### src/rtl/aes_pkg.sv
// Shared types for the AES-128 request controller: block width, command
// opcodes and the controller FSM states.
package aes_pkg;

   localparam int AES_BLOCK_W = 128;

   typedef enum logic [1:0] {
      AES_OP_LOAD_KEY = 2'd0,
      AES_OP_ENC      = 2'd1,
      AES_OP_DEC      = 2'd2,
      AES_OP_RSVD     = 2'd3
   } aes_op_e;

   typedef enum logic [2:0] {
      ST_IDLE   = 3'd0,
      ST_ISSUE  = 3'd1,
      ST_SETTLE = 3'd2,
      ST_BUSY   = 3'd3,
      ST_RESP   = 3'd4
   } aes_ctrl_state_e;

endpackage

### src/rtl/aes_wdt_counter.sv
// Up-counter with synchronous clear and enable; expired is high while the
// count sits on its last value (LIMIT-1), or permanently when LIMIT is 0.
module aes_wdt_counter #(
   parameter int LIMIT = 2
) (
   input  logic clk,
   input  logic clr,
   input  logic en,
   output logic expired
);

   localparam int CW = ($clog2(LIMIT + 1) < 1) ? 1 : $clog2(LIMIT + 1);
   localparam logic [CW-1:0] LAST = (LIMIT > 0) ? CW'(LIMIT - 1) : '0;

   logic [CW-1:0] cnt;

   always_ff @(posedge clk) begin
      if (clr) begin
         cnt <= '0;
      end else if (en) begin
         cnt <= cnt + 1'b1;
      end
   end

   assign expired = (LIMIT == 0) || (cnt == LAST);

endmodule

### src/rtl/aes128_req_ctrl.sv
// Initiator-side controller for aes128_core: accepts LOAD_KEY/ENC/DEC requests,
// strobes the core, waits for done (with a watchdog) and returns a response.
// Both streams transfer a beat in any cycle where valid && ready are high;
// valid never depends on ready, and a response is held stable until taken.
module aes128_req_ctrl
   import aes_pkg::*;
#(
   parameter int KEY_SETTLE_CYCLES = 2,
   parameter int TIMEOUT_CYCLES    = 64
) (
   input  logic                   clk,
   input  logic                   rst,
   input  logic                   req_valid_i,
   output logic                   req_ready_o,
   input  logic [1:0]             req_op_i,
   input  logic [AES_BLOCK_W-1:0] req_data_i,
   output logic                   rsp_valid_o,
   input  logic                   rsp_ready_i,
   output logic [AES_BLOCK_W-1:0] rsp_data_o,
   output logic                   rsp_err_o,
   output logic                   key_loaded_o,
   output logic                   core_load_key_o,
   output logic                   core_start_enc_o,
   output logic                   core_start_dec_o,
   output logic [AES_BLOCK_W-1:0] core_data_o,
   input  logic [AES_BLOCK_W-1:0] core_data_i,
   input  logic                   core_ready_i,
   input  logic                   core_done_i
);

   aes_ctrl_state_e        state, state_d;
   aes_op_e                op_q, req_op;
   logic [AES_BLOCK_W-1:0] core_data_q, rsp_data_q, rsp_data_d;
   logic                   rsp_err_q, rsp_err_d, rsp_load;
   logic                   key_loaded_q, key_set, accept;
   logic                   req_ready, rsp_valid, load_stb, enc_stb, dec_stb;
   logic                   settle_en, settle_exp, busy_en, busy_exp;

   assign req_op = aes_op_e'(req_op_i);

   aes_wdt_counter #(.LIMIT(KEY_SETTLE_CYCLES)) u_settle_cnt (
      .clk     (clk),
      .clr     (rst || (state != ST_SETTLE)),
      .en      (settle_en),
      .expired (settle_exp)
   );

   aes_wdt_counter #(.LIMIT(TIMEOUT_CYCLES)) u_busy_cnt (
      .clk     (clk),
      .clr     (rst || (state != ST_BUSY)),
      .en      (busy_en),
      .expired (busy_exp)
   );

   always_ff @(posedge clk) begin
      if (rst) begin
         state        <= ST_IDLE;
         op_q         <= AES_OP_LOAD_KEY;
         core_data_q  <= '0;
         rsp_data_q   <= '0;
         rsp_err_q    <= 1'b0;
         key_loaded_q <= 1'b0;
      end else begin
         state <= state_d;
         if (accept) begin
            op_q        <= req_op;
            core_data_q <= req_data_i;
         end
         if (rsp_load) begin
            rsp_data_q <= rsp_data_d;
            rsp_err_q  <= rsp_err_d;
         end
         if (key_set) begin
            key_loaded_q <= 1'b1;
         end
      end
   end

   always_comb begin
      state_d    = state;
      accept     = 1'b0;
      rsp_load   = 1'b0;
      rsp_err_d  = 1'b0;
      rsp_data_d = '0;
      key_set    = 1'b0;
      req_ready  = 1'b0;
      rsp_valid  = 1'b0;
      load_stb   = 1'b0;
      enc_stb    = 1'b0;
      dec_stb    = 1'b0;
      settle_en  = 1'b0;
      busy_en    = 1'b0;
      case (state)
         ST_IDLE: begin
            req_ready = 1'b1;
            if (req_valid_i) begin
               accept = 1'b1;
               // Illegal requests are answered locally and never reach the core
               if ((req_op == AES_OP_RSVD) ||
                   ((req_op != AES_OP_LOAD_KEY) && !key_loaded_q)) begin
                  state_d   = ST_RESP;
                  rsp_load  = 1'b1;
                  rsp_err_d = 1'b1;
               end else begin
                  state_d = ST_ISSUE;
               end
            end
         end
         ST_ISSUE: begin
            if (core_ready_i) begin
               case (op_q)
                  AES_OP_LOAD_KEY: begin
                     load_stb = 1'b1;
                     if (KEY_SETTLE_CYCLES == 0) begin
                        state_d  = ST_RESP;
                        rsp_load = 1'b1;
                        key_set  = 1'b1;
                     end else begin
                        state_d = ST_SETTLE;
                     end
                  end
                  AES_OP_ENC: begin
                     enc_stb = 1'b1;
                     state_d = ST_BUSY;
                  end
                  AES_OP_DEC: begin
                     dec_stb = 1'b1;
                     state_d = ST_BUSY;
                  end
                  default: begin
                     state_d   = ST_RESP;
                     rsp_load  = 1'b1;
                     rsp_err_d = 1'b1;
                  end
               endcase
            end
         end
         ST_SETTLE: begin
            settle_en = 1'b1;
            if (settle_exp) begin
               state_d  = ST_RESP;
               rsp_load = 1'b1;
               key_set  = 1'b1;
            end
         end
         ST_BUSY: begin
            busy_en = 1'b1;
            // Done takes priority over a watchdog expiry in the same cycle
            if (core_done_i) begin
               state_d    = ST_RESP;
               rsp_load   = 1'b1;
               rsp_data_d = core_data_i;
            end else if (busy_exp) begin
               state_d   = ST_RESP;
               rsp_load  = 1'b1;
               rsp_err_d = 1'b1;
            end
         end
         ST_RESP: begin
            rsp_valid = 1'b1;
            if (rsp_ready_i) begin
               state_d = ST_IDLE;
            end
         end
         default: begin
            state_d = ST_IDLE;
         end
      endcase
   end

   // Every output reads as zero while reset is held, not just after the edge
   assign req_ready_o      = !rst && req_ready;
   assign rsp_valid_o      = !rst && rsp_valid;
   assign rsp_data_o       = rst ? '0 : rsp_data_q;
   assign rsp_err_o        = !rst && rsp_err_q;
   assign key_loaded_o     = !rst && key_loaded_q;
   assign core_load_key_o  = !rst && load_stb;
   assign core_start_enc_o = !rst && enc_stb;
   assign core_start_dec_o = !rst && dec_stb;
   assign core_data_o      = rst ? '0 : core_data_q;

endmodule

### config.mk
export PLATFORM = sky130hd
export DESIGN_NAME = aes128_req_ctrl
export DESIGN_NICKNAME = d
export VERILOG_FILES = /design/src/rtl/aes_pkg.sv /design/src/rtl/aes_wdt_counter.sv /design/src/rtl/aes128_req_ctrl.sv
export SDC_FILE = /design/constraint.sdc
export NUM_CORES = 1
export LEC_CHECK = 0
export CORE_AREA = 2 2 203 205
export DETAILED_ROUTE_END_ITERATION = 10
export DIE_AREA = 0 0 205 207
export PLACE_DENSITY = 0.62
export SYNTH_ARGS = -nofsm -noshare
export SYNTH_HDL_FRONTEND = slang
export SYNTH_SLANG_ARGS = --single-unit
### constraint.sdc
create_clock -name clk -period 2.2 [get_ports clk]
set_input_delay 0.33 -clock clk [delete_from_list [all_inputs] [get_ports clk]]
set_output_delay 0.33 -clock clk [all_outputs]
set_load 0.05 [all_outputs]
==> results.rst <==
.. list-table::
   :header-rows: 1

   * - Metric
     - Value
   * - Hold wc startpoint
     - rst
   * - Crit path launch
     - core_data_q[45]
   * - Floorplan die height
     - 207 um
   * - Standby leakage power
     - 7.36 nW
   * - Sort of element at the end of the critical path
     - output pin
   * - Yosys warns
     - 0
   * - Critical Path RT
     - 1870 ps
   * - Final global-route overflow total
     - 0
   * - CP max-delay cell
     - sky130_fd_sc_hd__clkdlybuf4s50_1
   * - List of cells traversed by the critical path
     - nor2b_1 -> clkdlybuf4s50_1
   * - Number of pins with negative max-slew slack in the final report
     - 0
   * - Post-Place Cells
     - 2232
   * - CTS max path bufs
     - 3
   * - Syn Inst Count
     - 1226
   * - Clock-pin slew reported for the worst setup and hold paths after clock tree synthesis
     - 60 ps
   * - Detailed-route DRC error count
     - 0
   * - Number of primary I/O pins
     - 527
   * - Post-detailed-route via-to-cell ratio
     - 4.50
   * - Yosys reg bits
     - 272
   * - Slew of the pin with the lowest slew margin
     - 556 ps
   * - Start-to-end type of the worst setup path
     - reg2out
   * - Floorplan Core Area
     - 40400 um^2
   * - Non-filler cells in the finished layout
     - 2293
   * - Fin Clk Skew
     - 19.7 ps
   * - Initial antenna violation count
     - 1
   * - Start of the worst register-to-register path
     - state[2]
   * - Critical Path AT
     - 1800 ps
   * - Share of the core filled with cells in the final layout
     - 44.3%
   * - Overall fraction of global-route tracks in use
     - 16.9%
   * - Final weighted congestion in routability-driven placement
     - 0.788
   * - Fraction of synthesized cell area taken by the top area cell type
     - 50.5%
   * - Overall power after layout
     - 13.2 mW
   * - Number of nets in the layout
     - 2007
   * - Mean cell area of the mapped netlist
     - 8.79 um^2
   * - Wire length of the first global-routing pass
     - 56800 um
   * - Source-to-sink clock delay at the later pin of the worst-skew pair
     - 530 ps
   * - Met1 track demand over resource
     - 19.0%
   * - Maximum number of pins on one net before global-route repair
     - 108
   * - Fmax
     - 470 MHz
   * - Pre-CTS setup slack
     - -117 ps
   * - Via count of the first global-routing pass
     - 10.1k
   * - Routed length per instance
     - 16.5 um
   * - MaxCap Viol Count
     - 0
   * - TritonCTS clock tree
     - built
   * - Number of antenna-violating nets in the routed design
     - 0
   * - Worst IR Drop VDD
     - 0.458 mV
   * - Site row count
     - 74
   * - Initial cell density of the core
     - 26.7%
   * - Cells taking the most area after synthesis
     - sky130_fd_sc_hd__dfxtp_1 (51%), sky130_fd_sc_hd__nor2b_1 (15%), sky130_fd_sc_hd__a22o_1 (10%)
   * - Fillers
     - 3970
   * - Worst slew margin
     - 62.9%
   * - Run status
     - complete, no violations
   * - Nature of the critical path startpoint
     - flop
   * - Number of clock sinks
     - 272
   * - Width of the die
     - 205 um
   * - Period minus WS final
     - 2130 ps
   * - Number of inserted diodes
     - 0
   * - Share of synthesized area occupied by flip-flops and latches
     - 50.5%
   * - Net count after synthesis
     - 1496
   * - Cell type with the highest aggregate area in the netlist
     - sky130_fd_sc_hd__dfxtp_1
   * - Die area
     - 42400 um^2
   * - Clock tree root buffer cell
     - sky130_fd_sc_hd__clkbuf_16
   * - Number of distinct library cells after synthesis
     - 35
   * - Post-route cell area
     - 17900 um^2
   * - Count of buffers inserted at the top-level ports
     - 526
   * - Routing usage on met2
     - 28.6%
   * - Total negative slack
     - 0 ps
   * - Share of final-layout standard cells stronger than drive strength 1
     - 21.2%
   * - Final hold violations
     - 0
   * - Placement Cell Area
     - 16700 um^2
   * - Largest fanout on the critical path
     - 2
   * - Most Crowded Layer GR
     - met2
   * - Hpwl dp
     - 27600 um
   * - Overall via count from detail_route
     - 10.3k
   * - RSZ-0062 raised after global routing
     - no
   * - Tcrit/Tclk final
     - 96.8%
   * - Max H-tree Level
     - 2
   * - Cell area power density
     - 739 nW/um^2
   * - Worst Hold Margin
     - 210 ps
   * - Post-Synthesis Cell Area
     - 10800 um^2
   * - TritonCTS buffer count
     - 34
   * - Initial DRC Count
     - 529
   * - Final worst slack
     - 70.3 ps
   * - Number of setup violations in the final report
     - 0
   * - Worst min-delay path class
     - in2reg
   * - Number of detailed-route iterations in the first pass
     - 4
   * - Total Wirelength
     - 37800 um
   * - Critical path's largest stage delay
     - 810 ps
   * - Layout overhead on the synthesized area
     - 65.9%
   * - Met3 GRT Util
     - 6.78%
critical path, delay by kind of cell, from the launching register on:
kind          cells  cell delay [ps]
simple gates      1              130
flops             1              340
buf+inv           1              810
final timing paths:
| check | end | slack [ps] | cells after the start |
|---|---|---|---|
| worst min register to register | u_settle_cnt.cnt[0] | 440 | 1 |
| worst max register to register | rsp_data_q[69] | 270 | 7 |
| worst max-delay path | core_data_o[45] | 70 | 2 |
| worst min-delay path | core_data_q[49] | 210 | 2 |
layout make-up:
| cell class | count | area [um^2] | share of cell area, % |
|---|---|---|---|
| well taps | 532 | 666 | 3.72 |
| clock buffers | 55 | 1070 | 6.00 |
| multi-input cells | 840 | 4870 | 27.2 |
| flip-flops and latches | 272 | 5450 | 30.5 |
| inverters | 9 | 33.8 | 0.189 |
| repair buffers | 580 | 5750 | 32.2 |
| clock inverters | 5 | 32.5 | 0.182 |
cell families (layout without fill, tap and decap cells):
logic type,Yosys count,after routing,synth area share (%)
compound gates,269,269,17.3
xor+xnor,4,4,0.325
fa+ha+maj,6,6,0.696
buf+inv,114,649,4.93
flops,272,272,50.5
mux,2,2,0.186
simple gates,559,559,26.0
cell usage in the layout, fill, tap and decap left out, types with 2 or more instances in the layout:
cell type	count
sky130_fd_sc_hd__a22o_1	128
sky130_fd_sc_hd__nand2_1	264
sky130_fd_sc_hd__mux2i_1	2
sky130_fd_sc_hd__dlymetal6s2s_1	2
sky130_fd_sc_hd__and3_1	4
sky130_fd_sc_hd__buf_4	253
sky130_fd_sc_hd__clkinvlp_4	3
sky130_fd_sc_hd__a21oi_1	133
sky130_fd_sc_hd__buf_12	57
sky130_fd_sc_hd__inv_1	9
sky130_fd_sc_hd__dfxtp_2	2
sky130_fd_sc_hd__nor2b_1	257
sky130_fd_sc_hd__xnor2_1	2
sky130_fd_sc_hd__clkinv_2	2
sky130_fd_sc_hd__clkbuf_1	10
sky130_fd_sc_hd__ha_1	6
sky130_fd_sc_hd__clkbuf_8	8
sky130_fd_sc_hd__xor2_1	2
sky130_fd_sc_hd__nand3_1	3
sky130_fd_sc_hd__clkbuf_16	37
sky130_fd_sc_hd__nor2_1	15
sky130_fd_sc_hd__dfxtp_1	269
sky130_fd_sc_hd__clkdlybuf4s50_1	267
sky130_fd_sc_hd__nand2b_1	2
sky130_fd_sc_hd__nor4_1	3
registers in the layout, summed over array words and instances (netlist names):
signal and flops:
op_q 2, rsp_data_q 128, core_data_q 128, rsp_err_q 1, key_loaded_q 1, u_busy_cnt.cnt 7
state 3, u_settle_cnt.cnt 2
Yosys cell counts:
library cell / instances
sky130_fd_sc_hd__a2111oi_2: 1
sky130_fd_sc_hd__a211oi_2: 1
sky130_fd_sc_hd__a21oi_1: 133
sky130_fd_sc_hd__a21oi_2: 1
sky130_fd_sc_hd__a22o_1: 128
sky130_fd_sc_hd__a32oi_1: 1
sky130_fd_sc_hd__and2_1: 1
sky130_fd_sc_hd__and3_1: 4
sky130_fd_sc_hd__buf_1: 8
sky130_fd_sc_hd__buf_2: 17
sky130_fd_sc_hd__buf_6: 11
sky130_fd_sc_hd__clkbuf_1: 69
sky130_fd_sc_hd__dfxtp_1: 272
sky130_fd_sc_hd__ha_1: 6
sky130_fd_sc_hd__inv_1: 9
sky130_fd_sc_hd__mux2i_1: 2
sky130_fd_sc_hd__nand2_1: 264
sky130_fd_sc_hd__nand2b_1: 2
sky130_fd_sc_hd__nand3_1: 3
sky130_fd_sc_hd__nand3b_1: 1
sky130_fd_sc_hd__nor2_1: 16
sky130_fd_sc_hd__nor2b_1: 257
sky130_fd_sc_hd__nor3_1: 1
sky130_fd_sc_hd__nor3b_1: 1
sky130_fd_sc_hd__nor4_1: 4
sky130_fd_sc_hd__nor4b_1: 2
sky130_fd_sc_hd__nor4bb_1: 1
sky130_fd_sc_hd__o21a_1: 1
sky130_fd_sc_hd__o21bai_1: 1
sky130_fd_sc_hd__o31a_1: 1
sky130_fd_sc_hd__o32ai_1: 1
sky130_fd_sc_hd__or4_1: 1
sky130_fd_sc_hd__or4b_1: 1
sky130_fd_sc_hd__xnor2_1: 2
sky130_fd_sc_hd__xor2_1: 2
routing by layer:
layer / vias up / wire (um)
met5: - / 13
met4: 2 / 1160
met3: 65 / 4060
met2: 382 / 17700
met1: 4771 / 14800
li1: 5088 / -
report_power, final:
group	switching, mW	internal, mW	total (mW)	leakage [nW]
Clock	2.15	3.33	5.49	0.534
Combinational	1.37	1.07	2.45	4.61
Sequential	0.116	5.17	5.29	2.21
Total	3.64	9.58	13.2	7.36
timing repair:
action,4_1_cts,5_1_grt
gates cloned,0,0
resized for setup,2,5
pin swaps,0,1
hold buffers,0,0
endpoints found under the setup margin,3,5
setup buffers,0,1
Note: power is estimated with default switching activity, not from simulation.
